File: src/rtl/pearl_pkg.sv
// Shared types for the unified memory-port arbiter.
//   WORD_W        : bus word width
//   access_size_e : load/store access size
//   arb_state_e   : arbiter FSM states
//   owner_e       : current owner of the memory port
package pearl_pkg;

    localparam int unsigned WORD_W = 32;

    typedef enum logic [1:0] {
        BYTE = 2'd0,
        HALF = 2'd1,
        WORD = 2'd2
    } access_size_e;

    typedef enum logic [1:0] {
        IDLE = 2'd0,
        REQ  = 2'd1,
        RESP = 2'd2
    } arb_state_e;

    typedef enum logic [1:0] {
        NONE = 2'd0,
        IF   = 2'd1,
        D    = 2'd2
    } owner_e;

endpackage

File: src/rtl/mem_port_arbiter_if.sv
// Bundle of the fetch, data and memory-bus handshakes around the arbiter.
//   master : arbiter view (takes pipeline requests, drives the bus)
//   slave  : environment view (pipeline requesters and memory)
interface mem_port_arbiter_if #(
    parameter int unsigned ADDR_W = 32,
    parameter int unsigned DATA_W = 32
);
    localparam int unsigned STRB_W = DATA_W / 8;

    // IF-stage fetch port
    logic              if_req_i;
    logic [ADDR_W-1:0] if_addr_i;
    logic              if_rvalid_o;
    logic [DATA_W-1:0] if_rdata_o;

    // MEM-stage load/store port
    logic              d_we_i;
    logic              d_re_i;
    logic [ADDR_W-1:0] d_addr_i;
    logic [STRB_W-1:0] d_strb_i;
    logic [DATA_W-1:0] d_wdata_i;
    logic [1:0]        d_byte_lane_i;
    logic [1:0]        d_size_i;
    logic              d_unsigned_i;
    logic              d_done_o;
    logic [DATA_W-1:0] d_rdata_o;
    logic              d_stall_o;

    // Memory bus
    logic              mem_req_o;
    logic              mem_we_o;
    logic [ADDR_W-1:0] mem_addr_o;
    logic [STRB_W-1:0] mem_strb_o;
    logic [DATA_W-1:0] mem_wdata_o;
    logic              mem_gnt_i;
    logic              mem_rvalid_i;
    logic [DATA_W-1:0] mem_rdata_i;

    modport master (
        input  if_req_i, if_addr_i,
        input  d_we_i, d_re_i, d_addr_i, d_strb_i, d_wdata_i,
        input  d_byte_lane_i, d_size_i, d_unsigned_i,
        input  mem_gnt_i, mem_rvalid_i, mem_rdata_i,
        output if_rvalid_o, if_rdata_o,
        output d_done_o, d_rdata_o, d_stall_o,
        output mem_req_o, mem_we_o, mem_addr_o, mem_strb_o, mem_wdata_o
    );

    modport slave (
        output if_req_i, if_addr_i,
        output d_we_i, d_re_i, d_addr_i, d_strb_i, d_wdata_i,
        output d_byte_lane_i, d_size_i, d_unsigned_i,
        output mem_gnt_i, mem_rvalid_i, mem_rdata_i,
        input  if_rvalid_o, if_rdata_o,
        input  d_done_o, d_rdata_o, d_stall_o,
        input  mem_req_o, mem_we_o, mem_addr_o, mem_strb_o, mem_wdata_o
    );

endinterface

File: src/rtl/mem_port_arbiter_load_align.sv
// load_align: combinational lane extraction and sign/zero extension of a load.
//   i_rdata    : raw bus word
//   i_lane     : byte lane of the access
//   i_size     : 00 byte, 01 half, 10/11 word
//   i_unsigned : zero-extend instead of sign-extend
//   o_data     : aligned, extended result
module load_align
    import pearl_pkg::*;
(
    input  logic [WORD_W-1:0] i_rdata,
    input  logic [1:0]        i_lane,
    input  logic [1:0]        i_size,
    input  logic              i_unsigned,
    output logic [WORD_W-1:0] o_data
);
    logic [7:0]  w_byte;
    logic [15:0] w_half;

    always_comb begin
        w_byte = 8'(i_rdata >> {i_lane, 3'b000});
        // Halfword selection only looks at the upper lane bit.
        w_half = i_lane[1] ? i_rdata[31:16] : i_rdata[15:0];
        case (i_size)
            BYTE:    o_data = {{(WORD_W - 8){w_byte[7] & ~i_unsigned}}, w_byte};
            HALF:    o_data = {{(WORD_W - 16){w_half[15] & ~i_unsigned}}, w_half};
            default: o_data = i_rdata;
        endcase
    end

endmodule

File: src/rtl/mem_port_arbiter.sv
// mem_port_arbiter: shares one memory port between instruction fetch and the
// MEM-stage load/store path, one transaction at a time (IDLE -> REQ -> RESP).
//   clk_i, rst_ni : clock, asynchronous active-low reset
//   bus           : fetch, data and memory-bus handshakes (master modport)
// Optional: PEARL_ARB_RR_EN selects round-robin arbitration; otherwise data
// accesses have fixed priority over fetches.
module mem_port_arbiter
    import pearl_pkg::*;
#(
    parameter int unsigned ADDR_W = 32,
    parameter int unsigned DATA_W = 32
) (
    input  logic               clk_i,
    input  logic               rst_ni,
    mem_port_arbiter_if.master bus
);
    localparam int unsigned STRB_W = DATA_W / 8;

    arb_state_e        r_state, w_state_nxt;
    owner_e            r_owner, w_owner_nxt, w_sel;
    logic              w_d_req, w_latch, w_in_req, w_resp, w_if_hit, w_d_hit;
    logic              r_we;
    logic [ADDR_W-1:0] r_addr;
    logic [STRB_W-1:0] r_strb;
    logic [DATA_W-1:0] r_wdata;
    logic [1:0]        r_lane;
    logic [1:0]        r_size;
    logic              r_unsigned;
    logic [DATA_W-1:0] w_load;

    assign w_d_req = bus.d_we_i | bus.d_re_i;
    assign w_in_req = (r_state == REQ);
    assign w_resp   = (r_state == RESP) & bus.mem_rvalid_i;

    // Owner selection for a new transaction in IDLE.
`ifdef PEARL_ARB_RR_EN
    owner_e r_last;

    always_comb begin
        w_sel = NONE;
        if (w_d_req && bus.if_req_i) w_sel = (r_last == D) ? IF : D;
        else if (w_d_req)            w_sel = D;
        else if (bus.if_req_i)       w_sel = IF;
    end

    // Remember who completed last so a tie goes to the other requester.
    always_ff @(posedge clk_i or negedge rst_ni) begin
        if (!rst_ni)     r_last <= IF;
        else if (w_resp) r_last <= r_owner;
    end
`else
    always_comb begin
        w_sel = NONE;
        if (w_d_req)           w_sel = D;
        else if (bus.if_req_i) w_sel = IF;
    end
`endif

    // FSM next state and owner.
    always_comb begin
        w_state_nxt = r_state;
        w_owner_nxt = r_owner;
        w_latch     = 1'b0;
        case (r_state)
            IDLE: begin
                if (w_sel != NONE) begin
                    w_state_nxt = REQ;
                    w_owner_nxt = w_sel;
                    w_latch     = 1'b1;
                end
            end
            REQ: begin
                if (bus.mem_gnt_i) w_state_nxt = RESP;
            end
            RESP: begin
                if (bus.mem_rvalid_i) begin
                    w_state_nxt = IDLE;
                    w_owner_nxt = NONE;
                end
            end
            default: begin
                w_state_nxt = IDLE;
                w_owner_nxt = NONE;
            end
        endcase
    end

    always_ff @(posedge clk_i or negedge rst_ni) begin
        if (!rst_ni) begin
            r_state <= IDLE;
            r_owner <= NONE;
        end else begin
            r_state <= w_state_nxt;
            r_owner <= w_owner_nxt;
        end
    end

    // Transaction fields are captured once in IDLE and held through REQ/RESP.
    always_ff @(posedge clk_i or negedge rst_ni) begin
        if (!rst_ni) begin
            r_we       <= 1'b0;
            r_addr     <= '0;
            r_strb     <= '0;
            r_wdata    <= '0;
            r_lane     <= '0;
            r_size     <= '0;
            r_unsigned <= 1'b0;
        end else if (w_latch) begin
            if (w_sel == D) begin
                r_we       <= bus.d_we_i;
                r_addr     <= bus.d_addr_i;
                r_strb     <= bus.d_we_i ? bus.d_strb_i : '0;
                r_wdata    <= bus.d_wdata_i;
                r_lane     <= bus.d_byte_lane_i;
                r_size     <= bus.d_size_i;
                r_unsigned <= bus.d_unsigned_i;
            end else begin
                r_we       <= 1'b0;
                r_addr     <= bus.if_addr_i;
                r_strb     <= '0;
                r_wdata    <= '0;
                r_lane     <= '0;
                r_size     <= 2'(WORD);
                r_unsigned <= 1'b0;
            end
        end
    end

    load_align u_load_align (
        .i_rdata    (bus.mem_rdata_i),
        .i_lane     (r_lane),
        .i_size     (r_size),
        .i_unsigned (r_unsigned),
        .o_data     (w_load)
    );

    // Bus fields are only driven while requesting so idle outputs stay zero.
    assign bus.mem_req_o   = w_in_req;
    assign bus.mem_we_o    = w_in_req & r_we;
    assign bus.mem_addr_o  = w_in_req ? r_addr  : '0;
    assign bus.mem_strb_o  = w_in_req ? r_strb  : '0;
    assign bus.mem_wdata_o = w_in_req ? r_wdata : '0;

    // Responses pass straight through from mem_rvalid_i in RESP.
    assign w_if_hit = w_resp & (r_owner == IF);
    assign w_d_hit  = w_resp & (r_owner == D);

    assign bus.if_rvalid_o = w_if_hit;
    assign bus.if_rdata_o  = w_if_hit ? bus.mem_rdata_i : '0;
    assign bus.d_done_o    = w_d_hit;
    assign bus.d_rdata_o   = (w_d_hit & ~r_we) ? w_load : '0;
    assign bus.d_stall_o   = w_d_req & ~w_d_hit;

endmodule

File: src/flat_wrapper.sv
// flat-port wrapper written by rule: the top's interface ports become plain ports
module mem_port_arbiter_flat import pearl_pkg::*;
#(
    parameter int unsigned ADDR_W = 32,
    parameter int unsigned DATA_W = 32
)
  (clk_i, rst_ni, bus_if_req_i, bus_if_addr_i, bus_d_we_i, bus_d_re_i, bus_d_addr_i, bus_d_strb_i, bus_d_wdata_i, bus_d_byte_lane_i, bus_d_size_i, bus_d_unsigned_i, bus_mem_gnt_i, bus_mem_rvalid_i, bus_mem_rdata_i, bus_if_rvalid_o, bus_if_rdata_o, bus_d_done_o, bus_d_rdata_o, bus_d_stall_o, bus_mem_req_o, bus_mem_we_o, bus_mem_addr_o, bus_mem_strb_o, bus_mem_wdata_o);
  mem_port_arbiter_if #(.ADDR_W(ADDR_W), .DATA_W(DATA_W)) bus_i ();
  input  logic clk_i;
  input  logic rst_ni;
  input wire logic [$bits(bus_i.if_req_i)-1:0] bus_if_req_i;
  input wire logic [$bits(bus_i.if_addr_i)-1:0] bus_if_addr_i;
  input wire logic [$bits(bus_i.d_we_i)-1:0] bus_d_we_i;
  input wire logic [$bits(bus_i.d_re_i)-1:0] bus_d_re_i;
  input wire logic [$bits(bus_i.d_addr_i)-1:0] bus_d_addr_i;
  input wire logic [$bits(bus_i.d_strb_i)-1:0] bus_d_strb_i;
  input wire logic [$bits(bus_i.d_wdata_i)-1:0] bus_d_wdata_i;
  input wire logic [$bits(bus_i.d_byte_lane_i)-1:0] bus_d_byte_lane_i;
  input wire logic [$bits(bus_i.d_size_i)-1:0] bus_d_size_i;
  input wire logic [$bits(bus_i.d_unsigned_i)-1:0] bus_d_unsigned_i;
  input wire logic [$bits(bus_i.mem_gnt_i)-1:0] bus_mem_gnt_i;
  input wire logic [$bits(bus_i.mem_rvalid_i)-1:0] bus_mem_rvalid_i;
  input wire logic [$bits(bus_i.mem_rdata_i)-1:0] bus_mem_rdata_i;
  output wire logic [$bits(bus_i.if_rvalid_o)-1:0] bus_if_rvalid_o;
  output wire logic [$bits(bus_i.if_rdata_o)-1:0] bus_if_rdata_o;
  output wire logic [$bits(bus_i.d_done_o)-1:0] bus_d_done_o;
  output wire logic [$bits(bus_i.d_rdata_o)-1:0] bus_d_rdata_o;
  output wire logic [$bits(bus_i.d_stall_o)-1:0] bus_d_stall_o;
  output wire logic [$bits(bus_i.mem_req_o)-1:0] bus_mem_req_o;
  output wire logic [$bits(bus_i.mem_we_o)-1:0] bus_mem_we_o;
  output wire logic [$bits(bus_i.mem_addr_o)-1:0] bus_mem_addr_o;
  output wire logic [$bits(bus_i.mem_strb_o)-1:0] bus_mem_strb_o;
  output wire logic [$bits(bus_i.mem_wdata_o)-1:0] bus_mem_wdata_o;
  assign bus_i.if_req_i = bus_if_req_i;
  assign bus_i.if_addr_i = bus_if_addr_i;
  assign bus_i.d_we_i = bus_d_we_i;
  assign bus_i.d_re_i = bus_d_re_i;
  assign bus_i.d_addr_i = bus_d_addr_i;
  assign bus_i.d_strb_i = bus_d_strb_i;
  assign bus_i.d_wdata_i = bus_d_wdata_i;
  assign bus_i.d_byte_lane_i = bus_d_byte_lane_i;
  assign bus_i.d_size_i = bus_d_size_i;
  assign bus_i.d_unsigned_i = bus_d_unsigned_i;
  assign bus_i.mem_gnt_i = bus_mem_gnt_i;
  assign bus_i.mem_rvalid_i = bus_mem_rvalid_i;
  assign bus_i.mem_rdata_i = bus_mem_rdata_i;
  assign bus_if_rvalid_o = bus_i.if_rvalid_o;
  assign bus_if_rdata_o = bus_i.if_rdata_o;
  assign bus_d_done_o = bus_i.d_done_o;
  assign bus_d_rdata_o = bus_i.d_rdata_o;
  assign bus_d_stall_o = bus_i.d_stall_o;
  assign bus_mem_req_o = bus_i.mem_req_o;
  assign bus_mem_we_o = bus_i.mem_we_o;
  assign bus_mem_addr_o = bus_i.mem_addr_o;
  assign bus_mem_strb_o = bus_i.mem_strb_o;
  assign bus_mem_wdata_o = bus_i.mem_wdata_o;
  mem_port_arbiter #(.ADDR_W(ADDR_W), .DATA_W(DATA_W)) u_core (.clk_i(clk_i), .rst_ni(rst_ni), .bus(bus_i));
endmodule
File: config.mk
export PLATFORM = sky130hd
export DESIGN_NAME = mem_port_arbiter_flat
export DESIGN_NICKNAME = d
export VERILOG_FILES = /design/src/rtl/pearl_pkg.sv /design/src/rtl/mem_port_arbiter_if.sv /design/src/rtl/mem_port_arbiter_load_align.sv /design/src/rtl/mem_port_arbiter.sv /design/src/flat_wrapper.sv
export SDC_FILE = /design/constraint.sdc
export NUM_CORES = 1
export LEC_CHECK = 0
export ABC_CLOCK_PERIOD_IN_PS = 1600
export CORE_MARGIN = 2
export CORE_UTILIZATION = 36
export DETAILED_ROUTE_END_ITERATION = 16
export GPL_TIMING_DRIVEN = 0
export PLACE_DENSITY = 0.79
export SETUP_SLACK_MARGIN = 0.02
export SYNTH_ARGS = -nofsm -noshare
export SYNTH_HDL_FRONTEND = slang
export SYNTH_HIERARCHICAL = 1
export SYNTH_SLANG_ARGS = --single-unit
File: constraint.sdc
create_clock -name clk_i -period 1.6 [get_ports clk_i]
set_input_delay 0.32 -clock clk_i [delete_from_list [all_inputs] [get_ports clk_i]]
set_output_delay 0.32 -clock clk_i [all_outputs]
set_load 0.05 [all_outputs]
==> summary by stage <==
Min path
The worst hold-check path type is in -> reg.

Routing
The detail-routed via count per cell is 5.24. The routed wirelength normalized by instance count is 21.0 um. The residual DRC count is 0. Wires add up to 21300 um. The detail route stage leaves a number of antenna-violating nets equal to 0.

The detailed router placed 5318 vias in this run. The first detailed-routing pass ran for 4 iterations. The detailed router's first-iteration violation count is 276.

Clock tree
TritonCTS built the clock tree. Clock latency on the worst-skew pair, taken at its later pin, is 0.33 ns. The TritonCTS buffer count is 9. The clock root buffer is clkbuf_16. CTS saw 78 sinks. After clock tree synthesis, the clock-pin slew on the worst setup and hold paths is 0.07 ns. The maximum root-to-sink buffer count is 2. The depth of the CTS H-tree is 3.

Synthesis
The mean instance size in the synthesized netlist is 10.8 um^2. The share of synthesized area in the top cell type comes to 0.386. By area the synthesized netlist is led by dfrtp_1, and2_1, mux2_4. Of the synthesized area, sequential elements account for 0.386. The total nets after synthesis is 613.

The synthesized instance count is 469. The area of the mapped netlist is 0.00506 mm^2. The largest area contributor in the synthesized netlist is dfrtp_1. For this run, the leading register cell type out of synthesis is dfrtp_1. Counting flops with a built-in enable in the synthesized netlist gives 0. The async set-or-reset flop fraction in the synthesized netlist is 1.00.

The number of warnings issued by yosys is 6. The synthesized flop and latch total is 78. The number of distinct library cells after synthesis is 41.

Floorplan
The area of the die is 0.0150 mm^2. The number of I/O pins is 281. The height of the die is 123 um. For this configuration, the core starts out at a cell density of 0.366. The floorplan has 43 rows. In this run the horizontal extent of the chip is 123 um. The core area is 0.0138 mm^2.

Worst setup path
The worst setup path is launched from a flip-flop. The capture point of the worst reg-to-reg path is u_core/r_addr[2]. The data required time at the worst endpoint is 1.28 ns.

The reg-to-reg setup timing slack is -0.37 ns. In this run the worst path has a maximum fanout of 8. The category of the worst setup path capture point is an output pin. In this run the worst setup path terminates at bus_d_rdata_o[14]. Data on the critical path arrives at its endpoint at 2.16 ns.

The launching instance or port of the critical path is u_core/r_lane[1]. The startpoint of the worst-slack reg-to-reg timing path is u_core/r_state[0]. Measured in cells, the most critical reg-to-reg path has a length of 10.

The class of the most critical setup path is reg -> out.

Layout
Of the cells placed in the final design, the portion with a size suffix greater than 1 is 0.595. The count of non-filler cells in the finished layout is 1015. The area growth from synthesis to layout is 107%. The net total in the final layout is 973.

Power and ir drop
Of the total power, the clock network draws 0.106. Power spread over the standard cell area amounts to 1880 mW/mm^2. The switching power share of the total is 0.431. The part of the total power dissipated in sequential elements is 0.186. Of the total power, combinational logic draws 0.708.

The maximum VDD drop is 1.63 mV. The leakage power is 4.84 nW. The switching power is 8.50 mW. Cell internal power was estimated by the tool at 11.2 mW.

GRT
The maximum number of pins on one net before global-route repair is 50. The via count of the first global-routing pass came to 5420. The number of antenna violations at the first check in global routing is 1.

The all-layer global routing usage is 0.254. The overall overflow remaining after global route is 0. The global-route wire length before repair is 29100 um.

Timing
The setup slack after layout is -0.877 ns. The max-slew violation count came to 0. The count of endpoints failing hold in the final timing report was 0. The part of the cycle the worst path needs is 1.55. Setup repair after global routing could not meet its margin everywhere. The clock skew is 0.00686 ns.

The relative slew slack is 0.681. At the pin with the least slew margin, the transition time is 0.477 ns. Subtracting the final worst setup slack from the clock period gives 2.48 ns. Setup violations remaining at the end of the flow were counted as 213.

The setup TNS is -91.44 ns. The maximum clock frequency is 0.404 GHz.

Placement
The number of placed cells counting well taps is 930. The congestion estimate from routability-driven global placement came to 0.844. The pre-CTS setup slack is -1.48 ns.

The count of input and output buffers is 280. The half-perimeter wire length after placement is 14000 um.

Run
Across the run, the number of max-cap violations was 0.

Outcome
The final reports fail on negative setup slack. The flow ran to the end, but the final reports show violations.
layer usage:
metal	vias up	wire (um)	global-route usage
li1	2374	-	-
met1	2581	6980	0.241
met2	299	11600	0.479
met3	64	1880	0.0809
met4	0	897	0.143
met5	-	0	0
power by group through the flow:
stage,Sequential [mW],Combinational [mW],Clock [mW]
2_1_floorplan,3.40,7.65,0
3_3_place_gp,3.53,10.3,0
3_5_place_dp,3.60,10.5,0
4_1_cts,3.58,11.6,2.10
5_1_grt,3.75,14.5,2.18
6_report,3.66,14.0,2.09
critical path, cell delays in order, from the launching register on:
cell,delay (ns)
dfrtp_2,0.41
buf_6,0.11
mux4_2,0.49
nor3b_4,0.20
a221o_1,0.30
and2_4,0.16
buf_8,0.14
final cells by class:
class / instances / area [um^2]
Tap cell: 180 / 225
Inverter: 5 / 41.3
Clock inverter: 5 / 58.8
Clock buffer: 11 / 243
Buffer: 33 / 400
Fill cell: 826 / 3350
Timing Repair inverter: 1 / 16.3
Antenna cell: 1 / 2.50
Multi-Input combinational cell: 348 / 3330
Timing Repair Buffer: 353 / 4210
Sequential cell: 78 / 1950
logic make-up after synthesis:
group / share of synthesized area
buffers and inverters: 0.0485
muxes: 0.191
DFF: 0.386
AOI/OAI and AO/OA: 0.154
and+or+nand+nor: 0.221
placed cells by master, fill, tap and decap left out, drive strengths merged, types with 9 or more instances in the layout:
master         count
a22o              44
mux2i              9
nand2             27
clkdlybuf4s50    136
o21ai             20
buf              227
clkbuf            26
mux2              66
dfrtp             78
and2             133
synth_stat cells (2+ instances only):
cell type and count:
a21o_1 4, a221o_1 8, a22o_1 44, and2_1 133, and3_1 4, buf_2 9, buf_4 3, buf_6 8
clkbuf_1 17, dfrtp_1 78, inv_1 3, inv_2 2, mux2_2 36, mux2_4 30, mux2i_1 9, nand2_1 26
nor2_1 3, nor2b_1 2, nor3b_1 2, o211ai_1 2, o21ai_0 9, o21ai_2 11, o221a_2 8
worst min-delay path by stage:
stage | start | to | slack (ns) | cells past startpoint
2_1_floorplan | rst_ni | u_core/r_addr[0] | 0.02 | 0
3_3_place_gp | u_core/r_strb[1] | u_core/r_strb[1] | 0.46 | 1
3_5_place_dp | rst_ni | u_core/r_wdata[18] | 0.28 | 1
4_1_cts | bus_mem_rvalid_i | u_core/r_state[1] | 0.39 | 2
5_1_grt | bus_mem_rvalid_i | u_core/r_state[1] | 0.43 | 2
6_report | bus_mem_rvalid_i | u_core/r_state[1] | 0.41 | 2
flip-flops by register name, summed over array words and instances, names as in the netlist:
signal and cells:
u_core/r_addr 32, u_core/r_wdata 32, u_core/r_strb 4, u_core/r_lane 2, u_core/r_owner 2, u_core/r_size 2
u_core/r_state 2, u_core/r_unsigned 1, u_core/r_we 1
what timing repair did:
action	4_1_cts	5_1_grt
gates resized for setup	848	398
cloned	10	5
endpoints found under the hold margin	29	0
hold buffers	1	0
pin swaps	24	36
endpoints found under the setup margin	212	212
setup buffers	28	39
metrics by stage:
stage,utilization,hold WS (ns),total power [mW],cell area [um^2]
CTS,0.713,0.392,17.3,9860
floorplan,-,0.0244,11.1,5520
finish,0.758,0.408,19.7,10500
global placement,0.618,0.461,13.8,8550
global route,0.758,0.432,20.5,10500
detailed placement,0.620,0.281,14.1,8570
No activity file was read; power rests on OpenSTA's default activity.
